--- config.mk ---
export PLATFORM = sky130hd
export DESIGN_NAME = gray_to_binary_tracker
export DESIGN_NICKNAME = d
export VERILOG_FILES = /design/src/rtl/gray_to_binary_tracker.sv
export SDC_FILE = /design/constraint.sdc
export NUM_CORES = 1
export LEC_CHECK = 0
export CORE_MARGIN = 5
export CORE_UTILIZATION = 40
export DETAILED_ROUTE_END_ITERATION = 10
export PLACE_DENSITY_LB_ADDON = 0.3
export SLEW_MARGIN = 20
export SYNTH_ARGS = -nofsm -noshare
export SYNTH_HDL_FRONTEND = slang
export SYNTH_SLANG_ARGS = --single-unit
--- constraint.sdc ---
create_clock -name clk -period 2.37 [get_ports clk]
set_input_delay 0.3555 -clock clk [delete_from_list [all_inputs] [get_ports clk]]
set_output_delay 0.3555 -clock clk [all_outputs]
set_load 0.01 [all_outputs]
--- src/rtl/gray_to_binary_tracker.sv ---
// Synchronises an asynchronous Gray-coded value, decodes it to binary and
// reports each change with its direction, plus illegal multi-bit Gray steps.
module gray_to_binary_tracker #(
    parameter int WIDTH       = 4,
    parameter int SYNC_STAGES = 2,
    parameter int ERR_CNT_W   = 8
) (
    input  logic                 clk,
    input  logic                 rst_n,
    input  logic [WIDTH-1:0]     gray_in,
    input  logic                 clear_err,
    output logic [WIDTH-1:0]     bin_out,
    output logic                 bin_valid,
    output logic                 changed,
    output logic                 dir_up,
    output logic                 step_err,
    output logic [ERR_CNT_W-1:0] err_count
);

    localparam logic [ERR_CNT_W-1:0] ERR_MAX = {ERR_CNT_W{1'b1}};

    logic [WIDTH-1:0]       sync_reg [SYNC_STAGES];
    logic [SYNC_STAGES-1:0] fill_reg;
    logic                   primed_reg;
    logic [WIDTH-1:0]       prev_g_reg;
    logic [WIDTH-1:0]       bin_out_reg;
    logic                   bin_valid_reg;
    logic                   changed_reg;
    logic                   dir_up_reg;
    logic                   step_err_reg;
    logic [ERR_CNT_W-1:0]   err_count_reg;

    logic [WIDTH-1:0]       g;
    logic [WIDTH-1:0]       b;
    logic [WIDTH-1:0]       d;
    logic [WIDTH-1:0]       prev_b_inc;
    logic                   changed_next;
    logic                   step_err_next;
    logic                   dir_up_next;
    logic                   err_event;

    // Plain flop chain: nothing may sit between the metastability stages.
    generate
        for (genvar gi = 0; gi < SYNC_STAGES; gi++) begin : g_sync
            always_ff @(posedge clk or negedge rst_n) begin
                if (!rst_n) begin
                    sync_reg[gi] <= '0;
                end else if (gi == 0) begin
                    sync_reg[gi] <= gray_in;
                end else begin
                    sync_reg[gi] <= sync_reg[(gi == 0) ? 0 : gi-1];
                end
            end
        end
    endgenerate

    assign g = sync_reg[SYNC_STAGES-1];

    // Each binary bit is the XOR of all Gray bits at or above it.
    generate
        for (genvar gi = 0; gi < WIDTH; gi++) begin : g_decode
            assign b[gi] = ^g[WIDTH-1:gi];
        end
    endgenerate

    assign d             = g ^ prev_g_reg;
    assign prev_b_inc    = bin_out_reg + 1'b1;
    assign changed_next  = (d != '0);
    // More than one bit set iff clearing the lowest set bit leaves something.
    assign step_err_next = ((d & (d - 1'b1)) != '0);
    assign dir_up_next   = changed_next & ~step_err_next & (b == prev_b_inc);
    assign err_event     = primed_reg & step_err_next;

    always_ff @(posedge clk or negedge rst_n) begin
        if (!rst_n) begin
            fill_reg      <= '0;
            primed_reg    <= 1'b0;
            prev_g_reg    <= '0;
            bin_out_reg   <= '0;
            bin_valid_reg <= 1'b0;
            changed_reg   <= 1'b0;
            dir_up_reg    <= 1'b0;
            step_err_reg  <= 1'b0;
            err_count_reg <= '0;
        end else begin
            fill_reg    <= {fill_reg[SYNC_STAGES-2:0], 1'b1};
            bin_out_reg <= b;
            prev_g_reg  <= g;

            if (primed_reg) begin
                changed_reg  <= changed_next;
                step_err_reg <= step_err_next;
                dir_up_reg   <= dir_up_next;
            end else begin
                changed_reg  <= 1'b0;
                step_err_reg <= 1'b0;
                dir_up_reg   <= 1'b0;
                if (fill_reg[SYNC_STAGES-1]) begin
                    primed_reg    <= 1'b1;
                    bin_valid_reg <= 1'b1;
                end
            end

            // A clear on the same edge as an error leaves that error counted.
            if (clear_err) begin
                err_count_reg <= err_event ? ERR_CNT_W'(1) : '0;
            end else if (err_event && (err_count_reg != ERR_MAX)) begin
                err_count_reg <= err_count_reg + 1'b1;
            end
        end
    end

    assign bin_out   = bin_out_reg;
    assign bin_valid = bin_valid_reg;
    assign changed   = changed_reg;
    assign dir_up    = dir_up_reg;
    assign step_err  = step_err_reg;
    assign err_count = err_count_reg;

endmodule
==> metrics list, run 1 <==
- The run finished with clean final reports.
- Setup repair after global routing left no endpoint under its margin.
- Ranked by instance count, the synthesized netlist is headed by sky130_fd_sc_hd__dfrtp_1 (30), sky130_fd_sc_hd__xnor2_1 (9), sky130_fd_sc_hd__a21oi_1 (8).
- Yosys mapped the design onto 30 distinct sky130hd cell types.
- The initial antenna violation count was 0.
* Layout cells sized above 1: under 10%
* Number of hold violations in the final report: 0
- Clk sinks: 30
- Ant. Diodes: 0
- Critical path arrival: 2.42 ns
* Final worst setup slack: 0.191 ns
- Min Clock Period, post-route: between 2 and 2.5 ns
- In this run the power density over the cells is around 830 mW/mm2.
- The largest individual stage delay along the critical path comes from the cell sky130_fd_sc_hd__or4_1.
- Quantity of I/O buffers inserted on ports: 22
- H-tree depth: 2
- Overall Global Routing Usage: 10.5%
- Dpl ws: 0.208 ns
* Period utilization: about nine tenths
- Relative to the synthesized area, the layout overhead comes to 29.8%.
- After global routing the overflow that remains totals 0.
- Detailed-route vias per instance: 5.17
- Die Footprint: 0.00426 mm2
- In this run, synthesis produced a sequential element count of 30.
- For this configuration, the core starts out at a cell density of about two fifths.
- CP Max Fanout: 13
- The die is 65.3 um tall.
- Maximum count of clock buffers along a single path: 2
* Synthesized Nets: ~110
- The first global-routing pass estimated 3.35 mm of wire.
- Final HPWL DP: 1.43 mm
- Derived from the worst setup path, the maximum achievable clock frequency is 0.459 GHz.
- Sum Neg Setup Slack: 0 ns
- Cell class contributing the biggest share of worst-path delay: compound AO/OA/AOI/OAI gates
- STA classifies the critical path endpoint as a flip-flop.
* Util after Layout: about 53%
* Worst-Skew Late Latency: 0.32 ns
- Sequence of cells on the critical path: xnor2_1, maj3_2, a211o_1, or4_1, a21oi_1
- Dominant cell by count in the synthesized netlist: sky130_fd_sc_hd__dfrtp_1
* Maximum capacitance violations: 0
- I/O pin count: 23
- From left edge to right edge, the die measures 65.3 um.
- Hold slack final: 0.357 ns
* Endpoints failing setup: 0
- For the worst setup path, the data required time is 2.61 ns.
- Cell Area, Synth: 0.00122 mm2
- Wires add up to 1.96 mm.
- In this run, the number of DRC markers left after iteration 0 of detailed routing was 23.
- Total setup buffers inserted after CTS: 0
- 1st-pass router iterations: 4
- After floorplanning, the core was divided into 20 placement rows.
- The worst register-to-register path begins at g[2].
- DRC violations left: 0
* Synth Area per Inst: 11.9 um2
- Number of synthesized flops with an enable pin: 0
* Launch instance of the worst min-delay path: sync_reg[7]
- After clock tree synthesis, the clock-pin slew on the worst setup and hold paths is 0.09 ns.
- After detailed routing, the average wire length per cell comes to 12.0 um.
* Maximum cell stage delay along the critical path: 0.54 ns
* Ys async rst share: 100%
* Number of inserted filler cells in the final layout: ~260
- Among all flip-flop cells after synthesis, the most frequent one is sky130_fd_sc_hd__dfrtp_1.
- The detailed router placed 848 vias in this run.
- Share of synthesized area occupied by flip-flops and latches: 61.4%
* Synth area leader: sky130_fd_sc_hd__dfrtp_1
* GP Congestion: 0.758
- Leak pwr: 0.663 nW
- Leading post-synthesis cells by cell area: sky130_fd_sc_hd__dfrtp_1 (61%), sky130_fd_sc_hd__xnor2_1 (6.4%), sky130_fd_sc_hd__a21oi_1 (3.3%)
- In this run the worst setup path begins at g[2].
- Number of warnings printed during yosys synthesis: 0
- The number of clock buffers added by TritonCTS is 5.
- The number of global-route vias before repair is 734.
- The path class of the tightest hold or removal check is flip-flop to flip-flop.
* Core Box Area: 0.00300 mm2
- Counting both buffers and inverters, the worst setup path holds a total of 0.
* Root buffer cell: sky130_fd_sc_hd__clkbuf_4
- Category of the most critical setup path: flip-flop to flip-flop
* Hold Buf Count CTS: 0
- Counting every instance in the synthesized netlist gives 103.
* VDD IR max: ~0.00047 V
- Number of pins exceeding their max-slew limit in the final report: 0
- On the final layout, the worst clock skew is ~0.0076 ns.
- Element type at the critical path start: flip-flop
- After clock tree synthesis, the repair step resized 0 gates.
* Number of flip-flops in the largest register: 8
- After the last flow step, the layout net total stands at 139.
- TritonCTS clock tree: built
* Pin count of the biggest net entering global routing: 31
- In this run the biggest area consumer among cell types represents roughly 61% of the synthesized area.
- Antenna violation net count after detailed routing: 0
==> kinds of logic after synthesis <==
| kind of cell | count (synthesis) | share of synthesized area (%) |
|---|---|---|
| buffers and inverters | 6 | 2.25 |
| other | 1 | 0.307 |
| adders and majority gates | 3 | 2.97 |
| AOI/OAI and AO/OA | 19 | 10.0 |
| muxes | 2 | 1.64 |
| DFF | 30 | 61.4 |
| and+or+nand+nor | 30 | 12.8 |
| xor gates and xnor gates | 12 | 8.60 |
==> area by class of cell <==
type / instances / area (um2) / area share [%]
clock inverter: 2 / 60.1 / 3.79
clock buffer: 6 / 51.3 / 3.23
timing repair buffer: 23 / 228 / 14.4
sequential: 30 / 751 / 47.3
tap: 33 / 41.3 / 2.60
multi-input combinational: 67 / 444 / 28.0
inverter: 3 / 11.3 / 0.710
==> worst paths after layout <==
kind / endpoint / slack (ns) / depth (start not counted)
setup / recovery: err_count[7] / 0.19 / 5
min in group asynchronous: fill_reg[1] / 0.41 / 2
hold / removal: g[3] / 0.36 / 0
max in group asynchronous: step_err / 1.68 / 2
setup reg to reg: err_count[7] / 0.19 / 5
hold reg to reg: g[3] / 0.36 / 0
==> per-layer routing <==
metal  share of wire (%)  global-route usage [%]
met1                  45                    13.4
met5                   0                       0
met4                 1.2                    3.89
met3                 6.8                    5.81
met2                  47                    14.9
==> metrics by stage <==
step / cell area, um2 / power [mW] / instances
floorplan: 1220 / 0.714 / 103
global placement: 1480 / 0.806 / 156
detailed placement: 1480 / 0.811 / 156
CTS: 1590 / 1.34 / 164
global route: 1590 / 1.39 / 164
finish: 1590 / 1.32 / 164
==> cells in the final DEF (no fill, tap or decap), types with 2 or more instances in the layout <==
master and n:
sky130_fd_sc_hd__and3_1 3, sky130_fd_sc_hd__bufinv_16 2, sky130_fd_sc_hd__clkbuf_4 5, sky130_fd_sc_hd__a21o_1 2, sky130_fd_sc_hd__nand3_1 4, sky130_fd_sc_hd__xnor2_1 9
sky130_fd_sc_hd__nor3_1 6, sky130_fd_sc_hd__xor2_1 3, sky130_fd_sc_hd__clkdlybuf4s50_1 22, sky130_fd_sc_hd__ha_1 2, sky130_fd_sc_hd__nand2_1 3, sky130_fd_sc_hd__o31ai_1 3
sky130_fd_sc_hd__nor2_1 6, sky130_fd_sc_hd__mux2i_1 2, sky130_fd_sc_hd__a21oi_1 8, sky130_fd_sc_hd__inv_1 3, sky130_fd_sc_hd__or4_1 3, sky130_fd_sc_hd__nand2b_1 2
sky130_fd_sc_hd__dfrtp_1 30
==> power breakdown <==
group          total (mW)  internal, mW  switching, mW
combinational       0.212         0.113         0.0995
sequential          0.583         0.550         0.0336
clock               0.526         0.357          0.169
(Power assumes the default switching activity.)
==> run 2: changes to the inputs <==
CORE_MARGIN = 2   (was 5)
==> run 2 against run 1 <==
  * Cell area did not move
  * Sequential cell count is the same
  * Critical endpoint unchanged
  * Clock skew is 0.0091 ns higher
==> metrics list, run 2 (same netlist as run 1, synthesis figures left out) <==
* Maximum count of clock buffers along a single path: 2 (unchanged)
- Worst reg-to-reg path cell count: 5 (unchanged)
* Net count, final: 139 (unchanged)
- The first-pass iteration count of the detailed router came to 4 (unchanged).
- Starting Density: 41.1% (was 40.7%)
* Setup Skew: 0.0167 ns (was 0.00760 ns)
* Endpoint kind of the worst setup timing path: flip-flop (unchanged)
- The cell with the largest stage delay on the worst path was sky130_fd_sc_hd__or4_1 (unchanged).
- The worst reg2reg path startpoint is g[2] (unchanged).
* Clk sinks: 30 (unchanged)
- The beginning of the worst hold path was sync_reg[5] (was sync_reg[7]).
* Clock Pin Slew Worst Setup and Hold Paths: 0.09 ns (about the same)
- Growth of design area from synthesis to finish: 29.8% (unchanged)
* Highest-count cells in the layout ignoring fill and taps: sky130_fd_sc_hd__dfrtp_1 (30), sky130_fd_sc_hd__clkdlybuf4s50_1 (22), sky130_fd_sc_hd__xnor2_1 (9) (unchanged)
* Period utilization: 91.6% (was 92.0%)
* Number of instances resized during post-cts repair: 0 (unchanged)
* Hold slack final: 0.355 ns (was 0.357 ns)
- Sequence of cells on the critical path: xnor2_1, maj3_2, a211o_1, or4_1, a21oi_1 (unchanged)
- Class of the most critical hold timing path: flip-flop to flip-flop (unchanged)
- Height of the die: 59.3 um (was 65.3 um)
- The worst endpoint required time is 2.62 ns (was 2.61 ns).
- The first-pass GRT wire length was 3.33 mm (was 3.35 mm).
* Detailed-route wire length: 2.01 mm (was 1.96 mm)
- Worst-Skew Late Latency: 0.33 ns (was 0.32 ns)
* Die Footprint: 0.00351 mm2 (was 0.00426 mm2)
* Core Box Area: 0.00298 mm2 (was 0.00300 mm2)
* Leak pwr: 0.663 nW (unchanged)
* Pin count of the biggest net entering global routing: 31 (unchanged)
- Vias: 823 (was 848)
* RSZ-0062 raised after global routing: no (unchanged)
- The count of final setup violators came to 0 (unchanged).
- The highest clock frequency the design can meet came to 0.461 GHz (was 0.459 GHz).
- The average wire per standard cell was 12.3 um (was 12.0 um).
- The hold buffer count at CTS was 0 (unchanged).
- Root buffer cell: sky130_fd_sc_hd__clkbuf_4 (unchanged)
- Element type at the critical path start: flip-flop (unchanged)
- The number of failing hold endpoints at the final stage came to 0 (unchanged).
* Number of cells traversed by the worst hold path: 0 (unchanged)
* Overall Global Routing Usage: 13.3% (was 10.5%)
- H-tree depth: 2 (unchanged)
- The detailed placement HPWL is 1.42 mm (was 1.43 mm).
- Total setup buffers inserted after CTS: 0 (unchanged)
* Number of CTS-inserted buffers: 5 (unchanged)
- Min Clock Period, post-route: 2.17 ns (was 2.18 ns)
- TritonCTS clock tree: built (unchanged)
- The number of global-route vias before repair is 753 (was 734).
* Cell class contributing the biggest share of worst-path delay: compound AO/OA/AOI/OAI gates (unchanged)
- The number of antenna-violating nets in the routed design came to 0 (unchanged).
* Critical path arrival: 2.42 ns (about the same)
- The count of buffer and inverter cells on the critical path was 0 (unchanged).
- The number of remaining DRC errors came to 0 (unchanged).
- The routability-driven placement congestion ratio came to 0.842 (was 0.758).
- The most common library cell in the layout ignoring fill and taps is sky130_fd_sc_hd__dfrtp_1 (unchanged).
* VDD IR max: 0.000462 V (was 0.000467 V)
- The critical path startpoint was g[2] (unchanged).
* Cell count along the critical path: 5 (unchanged)
- The power per cell area was 837 mW/mm2 (was 833 mW/mm2).
- Detailed-route vias per instance: 5.02 (was 5.17)
- The total overflow reported by the global router came to 0 (unchanged).
- Register-to-register path setup slack: 0.20 ns (was 0.19 ns)
- Layout cells sized above 1: 8.40% (unchanged)
- The number of flip-flops in the largest register came to 8 (unchanged).
- I/O pin count: 23 (unchanged)
* Die X: 59.3 um (was 65.3 um)
- The number of diodes was 0 (unchanged).
- 1st-iter DRT viols: 12 (was 23)
- The count of pins over their slew limit came to 0 (unchanged).
- Status: finished, final reports clean (unchanged).
- Maximum capacitance violations: 0 (unchanged)
- Category of the most critical setup path: flip-flop to flip-flop (unchanged)
* Number of antenna violations at the first check in global routing: 0 (unchanged)
* Maximum cell stage delay along the critical path: 0.56 ns (was 0.54 ns)
- The setup TNS after final layout is 0 ns (unchanged).
- The maximum fanout along the worst path is 13 (unchanged).
- The number of port buffers came to 22 (unchanged).
* Number of placement rows: 20 (unchanged)
-- run 2: cell counts in the layout (fill, tap and decap cells not counted) --
Identical to the previous run, type by type.
-- run 2: final timing paths --
| path | endpoint |
|---|---|
| min reg2reg | g[1] |
| max reg2reg | err_count[7] |
| max in group asynchronous | err_count[2] |
| max | err_count[7] |
| min in group asynchronous | bin_out[1] |
| min | g[1] |
-- run 2: worst register-to-register path: stages (launching register included) --
cell	delay, ns
sky130_fd_sc_hd__dfrtp_1	0.44
sky130_fd_sc_hd__xnor2_1	0.20
sky130_fd_sc_hd__maj3_2	0.32
sky130_fd_sc_hd__a211o_1	0.43
sky130_fd_sc_hd__or4_1	0.56
sky130_fd_sc_hd__a21oi_1	0.15
-- run 2: layout make-up --
| type | count | area, um2 |
|---|---|---|
| Clock buffer | 6 | 51.3 |
| Clock inverter | 2 | 60.1 |
| Fill cell | 255 | 1390 |
| Inverter | 3 | 11.3 |
| Multi-Input combinational cell | 67 | 444 |
| Sequential cell | 30 | 751 |
| Tap cell | 33 | 41.3 |
| Timing Repair Buffer | 23 | 228 |
-- run 2: power breakdown --
part / leakage [nW] / total (mW) / switching, mW / internal, mW
logic: 0.245 / 0.215 / 0.102 / 0.113
clock network: 0.0585 / 0.530 / 0.173 / 0.357
registers: 0.360 / 0.582 / 0.0326 / 0.550
total: 0.663 / 1.33 / 0.307 / 1.02
-- run 2: metrics by stage --
stage          utilization (%)  area [um2]  setup slack, ns  total power, mW  std cells
2_1_floorplan                -        1220            0.453            0.714        103
3_3_place_gp              49.5        1480            0.274            0.805        156
3_5_place_dp              49.5        1480            0.183            0.811        156
4_1_cts                   53.3        1590            0.182             1.34        164
5_1_grt                   53.3        1590           0.0605             1.40        164
6_report                  53.3        1590            0.200             1.33        164
-- run 2: metal layers --
metal | vias up | track usage [%] | part of all wire (%)
li1 | 417 | - | -
met1 | 379 | 17.4 | 47
met2 | 20 | 18.5 | 45
met3 | 7 | 4.59 | 4.9
met4 | 0 | 8.77 | 3.0
met5 | - | 0 | 0
